File: config.mk
export PLATFORM = sky130hd
export DESIGN_NAME = laser_point_loader
export DESIGN_NICKNAME = d
export VERILOG_FILES = /design/src/rtl/laser_pkg.sv /design/src/rtl/laser_pt_regfile.sv /design/src/rtl/laser_point_loader.sv
export SDC_FILE = /design/constraint.sdc
export NUM_CORES = 1
export LEC_CHECK = 0
export ABC_AREA = 0
export BUFFER_PORTS_ARGS = -buffer_cell sky130_fd_sc_hd__buf_2
export CAP_MARGIN = 30
export CORE_MARGIN = 3
export CORE_UTILIZATION = 43
export DETAILED_ROUTE_END_ITERATION = 12
export PLACE_DENSITY_LB_ADDON = 0.05
export SETUP_SLACK_MARGIN = 0.15
export SLEW_MARGIN = 20
export SYNTH_ARGS = -nofsm -noshare
export SYNTH_HDL_FRONTEND = slang
export SYNTH_SLANG_ARGS = --single-unit
File: constraint.sdc
create_clock -name CLK -period 4.95 [get_ports CLK]
set_input_delay 0.495 -clock CLK [delete_from_list [all_inputs] [get_ports CLK]]
set_output_delay 0.495 -clock CLK [all_outputs]
set_load 0.03 [all_outputs]
File: src/rtl/laser_pkg.sv
// Shared constants, point type and loader state encoding for the LASER engine.
package laser_pkg;

    localparam int NUM_PTS   = 40;
    localparam int COORD_W   = 4;
    localparam int PT_ADDR_W = 6;
    localparam int GRID_DIM  = 16;

    typedef struct packed {
        logic [COORD_W-1:0] x;
        logic [COORD_W-1:0] y;
    } point_t;

    typedef enum logic {
        LOAD = 1'b0,
        FULL = 1'b1
    } loader_state_e;

endpackage

File: src/rtl/laser_pt_regfile.sv
// Point storage for one frame: single write port plus a registered read port
// that returns zero for indices beyond the frame.
module laser_pt_regfile #(
    parameter int NUM_PTS = 40,
    parameter int COORD_W = 4,
    parameter int ADDR_W  = 6
) (
    input  logic               clk,
    input  logic               rst,
    input  logic               wr_en,
    input  logic [ADDR_W-1:0]  wr_addr,
    input  logic [COORD_W-1:0] wr_x,
    input  logic [COORD_W-1:0] wr_y,
    input  logic [ADDR_W-1:0]  rd_addr,
    output logic [COORD_W-1:0] rd_x,
    output logic [COORD_W-1:0] rd_y
);

    localparam logic [ADDR_W-1:0] LAST_IDX = ADDR_W'(NUM_PTS - 1);

    logic [COORD_W-1:0] mem_x [NUM_PTS];
    logic [COORD_W-1:0] mem_y [NUM_PTS];
    logic [COORD_W-1:0] rd_x_q, rd_x_d;
    logic [COORD_W-1:0] rd_y_q, rd_y_d;

    // Storage is deliberately left out of reset; contents are rewritten before use.
    always_ff @(posedge clk) begin
        if (wr_en && (wr_addr <= LAST_IDX)) begin
            mem_x[wr_addr] <= wr_x;
            mem_y[wr_addr] <= wr_y;
        end
    end

    always_comb begin
        rd_x_d = '0;
        rd_y_d = '0;
        if (rd_addr <= LAST_IDX) begin
            rd_x_d = mem_x[rd_addr];
            rd_y_d = mem_y[rd_addr];
        end
    end

    always_ff @(posedge clk) begin
        if (rst) begin
            rd_x_q <= '0;
            rd_y_q <= '0;
        end else begin
            rd_x_q <= rd_x_d;
            rd_y_q <= rd_y_d;
        end
    end

    assign rd_x = rd_x_q;
    assign rd_y = rd_y_q;

endmodule

File: src/rtl/laser_point_loader.sv
// Frame loader for the LASER engine: collects NUM_PTS points, holds them until RELEASE.
// Optional occupancy bitmap enabled by defining LASER_OCCUPANCY_EN.
module laser_point_loader #(
    parameter int NUM_PTS = 40,
    parameter int COORD_W = 4,
    parameter int ADDR_W  = 6
) (
    input  logic               CLK,
    input  logic               RST,
    input  logic               IN_VALID,
    input  logic [COORD_W-1:0] X,
    input  logic [COORD_W-1:0] Y,
    output logic               IN_READY,
    output logic               FRAME_VALID,
    output logic [ADDR_W-1:0]  PT_CNT,
    input  logic [ADDR_W-1:0]  RD_ADDR,
    output logic [COORD_W-1:0] RD_X,
    output logic [COORD_W-1:0] RD_Y,
    input  logic               RELEASE,
    input  logic [COORD_W-1:0] ROW_SEL,
    output logic [15:0]        ROW_BITS
);

    import laser_pkg::*;

    localparam logic [ADDR_W-1:0] LAST_IDX = ADDR_W'(NUM_PTS - 1);

    loader_state_e     state_q, state_d;
    logic [ADDR_W-1:0] cnt_q, cnt_d;
    logic              accept;
    logic              release_ok;

    // Counter stops at NUM_PTS because FULL never increments it.
    always_comb begin
        state_d    = state_q;
        cnt_d      = cnt_q;
        accept     = 1'b0;
        release_ok = 1'b0;
        case (state_q)
            LOAD: begin
                if (IN_VALID && !RST) begin
                    accept = 1'b1;
                    cnt_d  = cnt_q + ADDR_W'(1);
                    if (cnt_q == LAST_IDX) begin
                        state_d = FULL;
                    end
                end
            end
            FULL: begin
                if (RELEASE) begin
                    release_ok = 1'b1;
                    cnt_d      = '0;
                    state_d    = LOAD;
                end
            end
            default: begin
                state_d = LOAD;
                cnt_d   = '0;
            end
        endcase
    end

    always_ff @(posedge CLK) begin
        if (RST) begin
            state_q <= LOAD;
            cnt_q   <= '0;
        end else begin
            state_q <= state_d;
            cnt_q   <= cnt_d;
        end
    end

    assign IN_READY    = (state_q == LOAD) && !RST;
    assign FRAME_VALID = (state_q == FULL);
    assign PT_CNT      = cnt_q;

    laser_pt_regfile #(
        .NUM_PTS (NUM_PTS),
        .COORD_W (COORD_W),
        .ADDR_W  (ADDR_W)
    ) u_regfile (
        .clk     (CLK),
        .rst     (RST),
        .wr_en   (accept),
        .wr_addr (cnt_q),
        .wr_x    (X),
        .wr_y    (Y),
        .rd_addr (RD_ADDR),
        .rd_x    (RD_X),
        .rd_y    (RD_Y)
    );

`ifdef LASER_OCCUPANCY_EN
    logic [GRID_DIM-1:0][GRID_DIM-1:0] occ_q, occ_d;
    logic [GRID_DIM-1:0]               row_bits_q, row_bits_d;

    // Row read samples the pre-update bitmap, so same-cycle writes are not visible yet.
    always_comb begin
        occ_d      = occ_q;
        row_bits_d = occ_q[ROW_SEL];
        if (release_ok) begin
            occ_d = '0;
        end else if (accept) begin
            occ_d[Y][X] = 1'b1;
        end
    end

    always_ff @(posedge CLK) begin
        if (RST) begin
            occ_q      <= '0;
            row_bits_q <= '0;
        end else begin
            occ_q      <= occ_d;
            row_bits_q <= row_bits_d;
        end
    end

    assign ROW_BITS = row_bits_q;
`else
    logic unused_row_sel;

    assign unused_row_sel = ^ROW_SEL;
    assign ROW_BITS       = '0;
`endif

endmodule

# [Word-level counts from Yosys, hierarchy flattened]
# Memories as Yosys holds them, arrays and structs flattened. A register that Yosys moved wholly into a read port is not among the register bits.
# Cells that the tools add are included.
[word_totals] input_bits=22 elab_cells=29 mem_count=2 register_bits=7 latch_bits=0 rom_bits=0 mem_bits_rw=320
[op_classes] reduce_logical=6 bitwise=2 add_sub_neg=1 n_shift=0 mux=11 n_eq_ne=3 div_mod_pow=0 order_cmp=2 multipliers=0
[mem_list] memory="u_regfile.mem_x" words=40 width=4 rd=1 rd_clocked_by_memory_dff=1 wr=1 line="laser_pt_regfile.sv:21" text="logic [COORD_W-1:0] mem_x [NUM_PTS];"
[mem_list] memory="u_regfile.mem_y" words=40 width=4 rd=1 rd_clocked_by_memory_dff=1 wr=1 line="laser_pt_regfile.sv:22" text="logic [COORD_W-1:0] mem_y [NUM_PTS];"
[op_table] cell="less-or-equal comparator 6 bit (second input constant)" n=2
[op_table] cell="2-to-1 mux 6 bit" n=2
[op_table] cell="one-hot mux 6 bit (2 select lines)" n=1
[op_table] cell="2-to-1 mux 1 bit" n=7
[op_table] cell="adder 6 x 1 -> 6 bit (second input constant)" n=1
[op_table] cell="== test 6 bit (second input constant)" n=1
[op_table] cell="inequality test 2 bit (second input constant)" n=2
[op_table] cell="logical AND 1 bit" n=3
[op_table] cell="inverter 1 bit" n=2
[op_table] cell="one-hot mux 1 bit (2 select lines)" n=1
[op_table] cell="AND reduction 2 bit" n=1
[op_table] cell="OR reduction 2 bit" n=1
[op_table] cell="logical NOT 1 bit" n=1

# [Depth between registers and ports, before layout]
[depth] depth_word=7 mapped_depth=8 mapped_depth_nobuf=5

# [Cells and area by module]
# From an unflattened synthesis, not the netlist that was laid out.
[hier_totals] hier_cells=771 area_unflattened_um2=13412.9
[modules_own_cells] mod="laser_pt_regfile" instances=1 cells_each=711 area_each_um2=12924.9
[modules_own_cells] mod="laser_point_loader" instances=1 cells_each=60 area_each_um2=488.0

# [Least setup slack after synthesis]
# No wires, ideal clock.
[synth_path] path_type="input -> register" startpoint="input port RST" endpoint="memory u_regfile.mem_x[37][0] (enable)" path_stages=6 slack_ns=2.540 required_ns=4.580 arrival_ns=2.040 cell_sequence="buf_6 nor2_1 and2_1 and3_1 o21ai_1 nor2_1"
[synth_between] elab_chain_cells=7
[synth_rtl] item="start: declaration" line="laser_point_loader.sv:9" text="input logic RST,"
[synth_rtl] item="logical NOT 1 bit" line="laser_point_loader.sv:41" text="if (IN_VALID && !RST) begin"
[synth_rtl] item="logical AND 1 bit" line="laser_point_loader.sv:41"
[synth_rtl] item="2-to-1 mux 1 bit" line="laser_point_loader.sv:41"
[synth_rtl] item="2-to-1 mux 1 bit" line="laser_point_loader.sv:39" text="case (state_q)"
[synth_rtl] item="logical AND 1 bit" line="laser_pt_regfile.sv:28" text="if (wr_en && (wr_addr <= LAST_IDX)) begin"
[synth_rtl] item="2-to-1 mux 1 bit" line="laser_pt_regfile.sv:28"
[synth_rtl] item="2-to-1 mux 1 bit (not written as such)" line="laser_pt_regfile.sv:29" text="mem_x[wr_addr] <= wr_x;"
[synth_rtl] item="end: declaration" line="laser_pt_regfile.sv:21"
# No other way between the ends.

# [Worst setup path after layout]
[layout_path] startpoint="register state_q (netlist: FRAME_VALID)" endpoint="memory u_regfile.mem_x[28][1] (enable)"
[layout_between] elab_chain_cells=4
[layout_rtl] item="start: declaration" line="laser_point_loader.sv:28" text="loader_state_e state_q, state_d;"
[layout_rtl] item="start signal: assignment" line="laser_point_loader.sv:68" text="state_q <= state_d;"
[layout_rtl] item="2-to-1 mux 1 bit" line="laser_point_loader.sv:39"
[layout_rtl] item="logical AND 1 bit" line="laser_pt_regfile.sv:28"
[layout_rtl] item="2-to-1 mux 1 bit" line="laser_pt_regfile.sv:28"
[layout_rtl] item="2-to-1 mux 1 bit (not written as such)" line="laser_pt_regfile.sv:29"
# No other way between the ends.

==> results list <==
- Later-pin clock latency in the skew report: about 0.52 ns
- Hold-critical path endpoint: PT_CNT[5]
- Number of cell instances on the worst register-to-register path: 4
- Share of cells above drive strength 1: 0.1351
* Total Die Area: about 33000 um2
- By area the synthesized netlist is led by edfxtp_1 72%, mux2i_1 10%, a22oi_1 3.6%.
- Vias per inst: between 5 and 6
- Worst hold path startpoint: RST
- The final-report max-slew violation count is 0.
* Effective utilization at floorplan: 0.4436
* DIE HEIGHT: approximately 180 um
- The worst setup path is of the flop to flop kind.
- Transition time at the pin with the least slew margin: 0.9628 ns
- The longest clock path from root to sink contains 3 buffers.
* Global placer's final weighted congestion: 0.8336
* Share of synthesized area occupied by flip-flops and latches: 0.7419
- Among all flip-flop cells after synthesis, the most frequent one is edfxtp_1.
- Arr. time, crit path: 2.87 ns
* Layout Utilization: 0.4954
- Number of flip-flops and latches in the synthesized netlist: 335
* Sum of net half-perimeters after detailed placement: 18.26 mm
- Largest net degree at the start of global routing: 62
- IO buf count: 33
- Clock-pin slew was measured on the worst setup and hold paths at ~0.060 ns.
* Iteration-0 DRC Markers: 436
* Startpoint type of the worst setup path: flop
- Data required time of the critical path: 5.08 ns
* Syn. warnings: 0
- Max-cap violations in this run came to 0.
- Summed instance area of the synthesized netlist: about 13000 um2
- Along the worst hold path, the cell count comes to 2.
- Pleak: slightly above 5 nW
- Maximum clock frequency: roughly 0.37 GHz
* Setup repair after global routing missed its margin: false
- In this run the power density over the cells is between 400 and 500 nW/um2.
- In the final routed layout, each cell accounts on average for ~25 um.
- Result of the run: complete, no violations
* Worst-case vdd ir drop: about 300 uV
- The final route contains just under 7k vias.
* Clock tree from TritonCTS: done
- For this run, asynchronously set or reset flops after synthesis account for 0.
- Antenna violations before repair: 1
- In this run the critical register-to-register path is launched from FRAME_VALID.
* DRC violation count after routing: 0
* Signed area change from the synthesized netlist to the final layout: 11.67%
- Of all nets on the critical path, the largest fanout is 10.
* Portion of synthesized cell area occupied by the leading cell type: 0.7194
- The repair_antennas step left the layout with diodes totalling 0.
* CP startpoint: FRAME_VALID
* Cell at the root of the clock tree: clkbuf_16
* Post-detailed-route count of antenna-violating nets: 0
* Die boundary width: roughly 180 um
- The largest total area in the synthesized netlist belongs to edfxtp_1.
- Number of enable flip-flop cells after synthesis: 320
* Final WL: 29.95 mm
* Total clock sinks: ~340
- CTS Buf Count: 37
* Top-level port count: 54
- The first global-routing pass estimated 44.10 mm of wire.
- Reg2Reg Capture Point: u_regfile.mem_x[28][1]
* Worst setup EP type: flop
- The tightest min-delay check is of the input pin to flop type.
- Total routing usage reported by global routing: 0.1797
- The final count of hold timing violations was 0.
* Maximum clock skew at final layout: 0.01345 ns
- In this run the tightest slew margin relative to its limit is 0.3568.
- Among all cell types in the netlist, the one instantiated most often is edfxtp_1.
* Congestion Overflow GR: 0
- Hold Buf Count CTS: 0
- Reg2reg setup slack: between 2 and 2.5 ns
* Finish-stage setup viols: 0
- Ranking of synthesized cells by instance count: 320 x edfxtp_1, 136 x mux2i_1, 64 x a22oi_1
* Crit path time final: between 2 and 3 ns
- The core region is 30110 um2.
- Post-synthesis instance total: ~770
- Final period utilization: 0.5533
- Count of different cell masters after synthesis: 40
* Final layout net count: ~800
- The via count of the first global-routing pass was between 6k and 7k.
* Post-cts sizing count: 0
- Maximum level of the CTS H-tree: 2
- Post-CTS timing repair inserted 0 buffers for setup.
- Fillers: roughly 2.5k
* Number of detailed-route iterations in the first pass: 4
* Post-Syn Area per Cell: between 15 and 20 um2
- Setup TNS: 0 ns
- Cell row count: between 60 and 70
-- through the flow --
| stage | cell area (um2) | hold slack, ns | cells | worst slack (ns) | total power [mW] |
|---|---|---|---|---|---|
| finish | 14920 | 0.2944 | 1219 | 2.211 | 5.998 |
| floorplan | 13410 | 0.5939 | 783 | 2.540 | 3.386 |
| global placement | 13720 | 0.5272 | 1149 | 1.716 | 3.488 |
| global route | 14920 | 0.3033 | 1219 | 2.040 | 6.202 |
| detailed placement | 13750 | 0.5456 | 1150 | 1.860 | 3.497 |
| CTS | 14900 | 0.2793 | 1218 | 2.183 | 6.056 |
-- area by class of cell --
cell class	instances	area, um2	area share
clock buffers	49	991.0	0.06643
inverters	1	3.754	0.0002516
clock inverters	19	160.2	0.01074
multi-input cells	387	3095	0.2075
flip-flops and latches	335	9910	0.6643
repair buffers	38	269.0	0.01803
well taps	390	488.0	0.03271
-- worst max path at each step --
stage,endpoint,slack [ns],cells after the start
2_1_floorplan,u_regfile.mem_x[37][0],2.54,6
3_3_place_gp,u_regfile.rd_y[3],1.72,7
3_5_place_dp,u_regfile.mem_x[25][1],1.86,5
4_1_cts,u_regfile.mem_x[25][2],2.18,4
5_1_grt,u_regfile.mem_y[28][1],2.04,4
6_report,u_regfile.mem_x[28][1],2.21,4
-- state kept, by name (all words and copies together) (netlist names) --
name,count
u_regfile.mem_y,160
u_regfile.mem_x,160
u_regfile.rd_y,4
PT_CNT,6
u_regfile.rd_x,4
FRAME_VALID,1
-- logic make-up (layout without fill, tap and decap cells) --
logic type / count (synthesis) / count (layout) / share of synthesized area
DFF: 335 / 335 / 0.7419
adders and majority gates: 2 / 2 / 0.001873
buffers and inverters: 61 / 107 / 0.03231
other: 1 / 16 / 0.0002807
AOI/OAI and AO/OA: 124 / 124 / 0.06107
muxes: 152 / 152 / 0.1289
and+or+nand+nor: 93 / 93 / 0.03372
-- worst max-delay path, stage by stage, from the launching register on --
cell	delay, ns
dfxtp_1	0.34
or3b_1	0.53
nor2_1	0.27
nand3_1	0.39
nor2_1	0.82
-- per-layer routing --
metal | track usage | vias to the layer above | wire (um)
met2 | 0.2938 | 167 | 14380
met5 | 0 | - | 7
met1 | 0.2576 | 3482 | 13760
met4 | 0.04052 | 2 | 493
met3 | 0.02731 | 41 | 1306
li1 | - | 3082 | -
-- cells in the final DEF (no fill, tap or decap), types with 11 or more instances in the layout --
cell	n
a22oi_1	64
edfxtp_1	320
buf_2	32
mux2i_1	136
clkbuf_16	37
conb_1	16
nor2_1	48
nand2_1	11
mux4_2	16
dfxtp_1	15
a21oi_1	44
-- power by group --
group	total, mW	internal (mW)	switching [mW]
Combinational	0.311	0.0933	0.218
Clock	2.56	1.52	1.04
Sequential	3.13	3.12	0.00856
No activity file was read; power rests on OpenSTA's default activity.
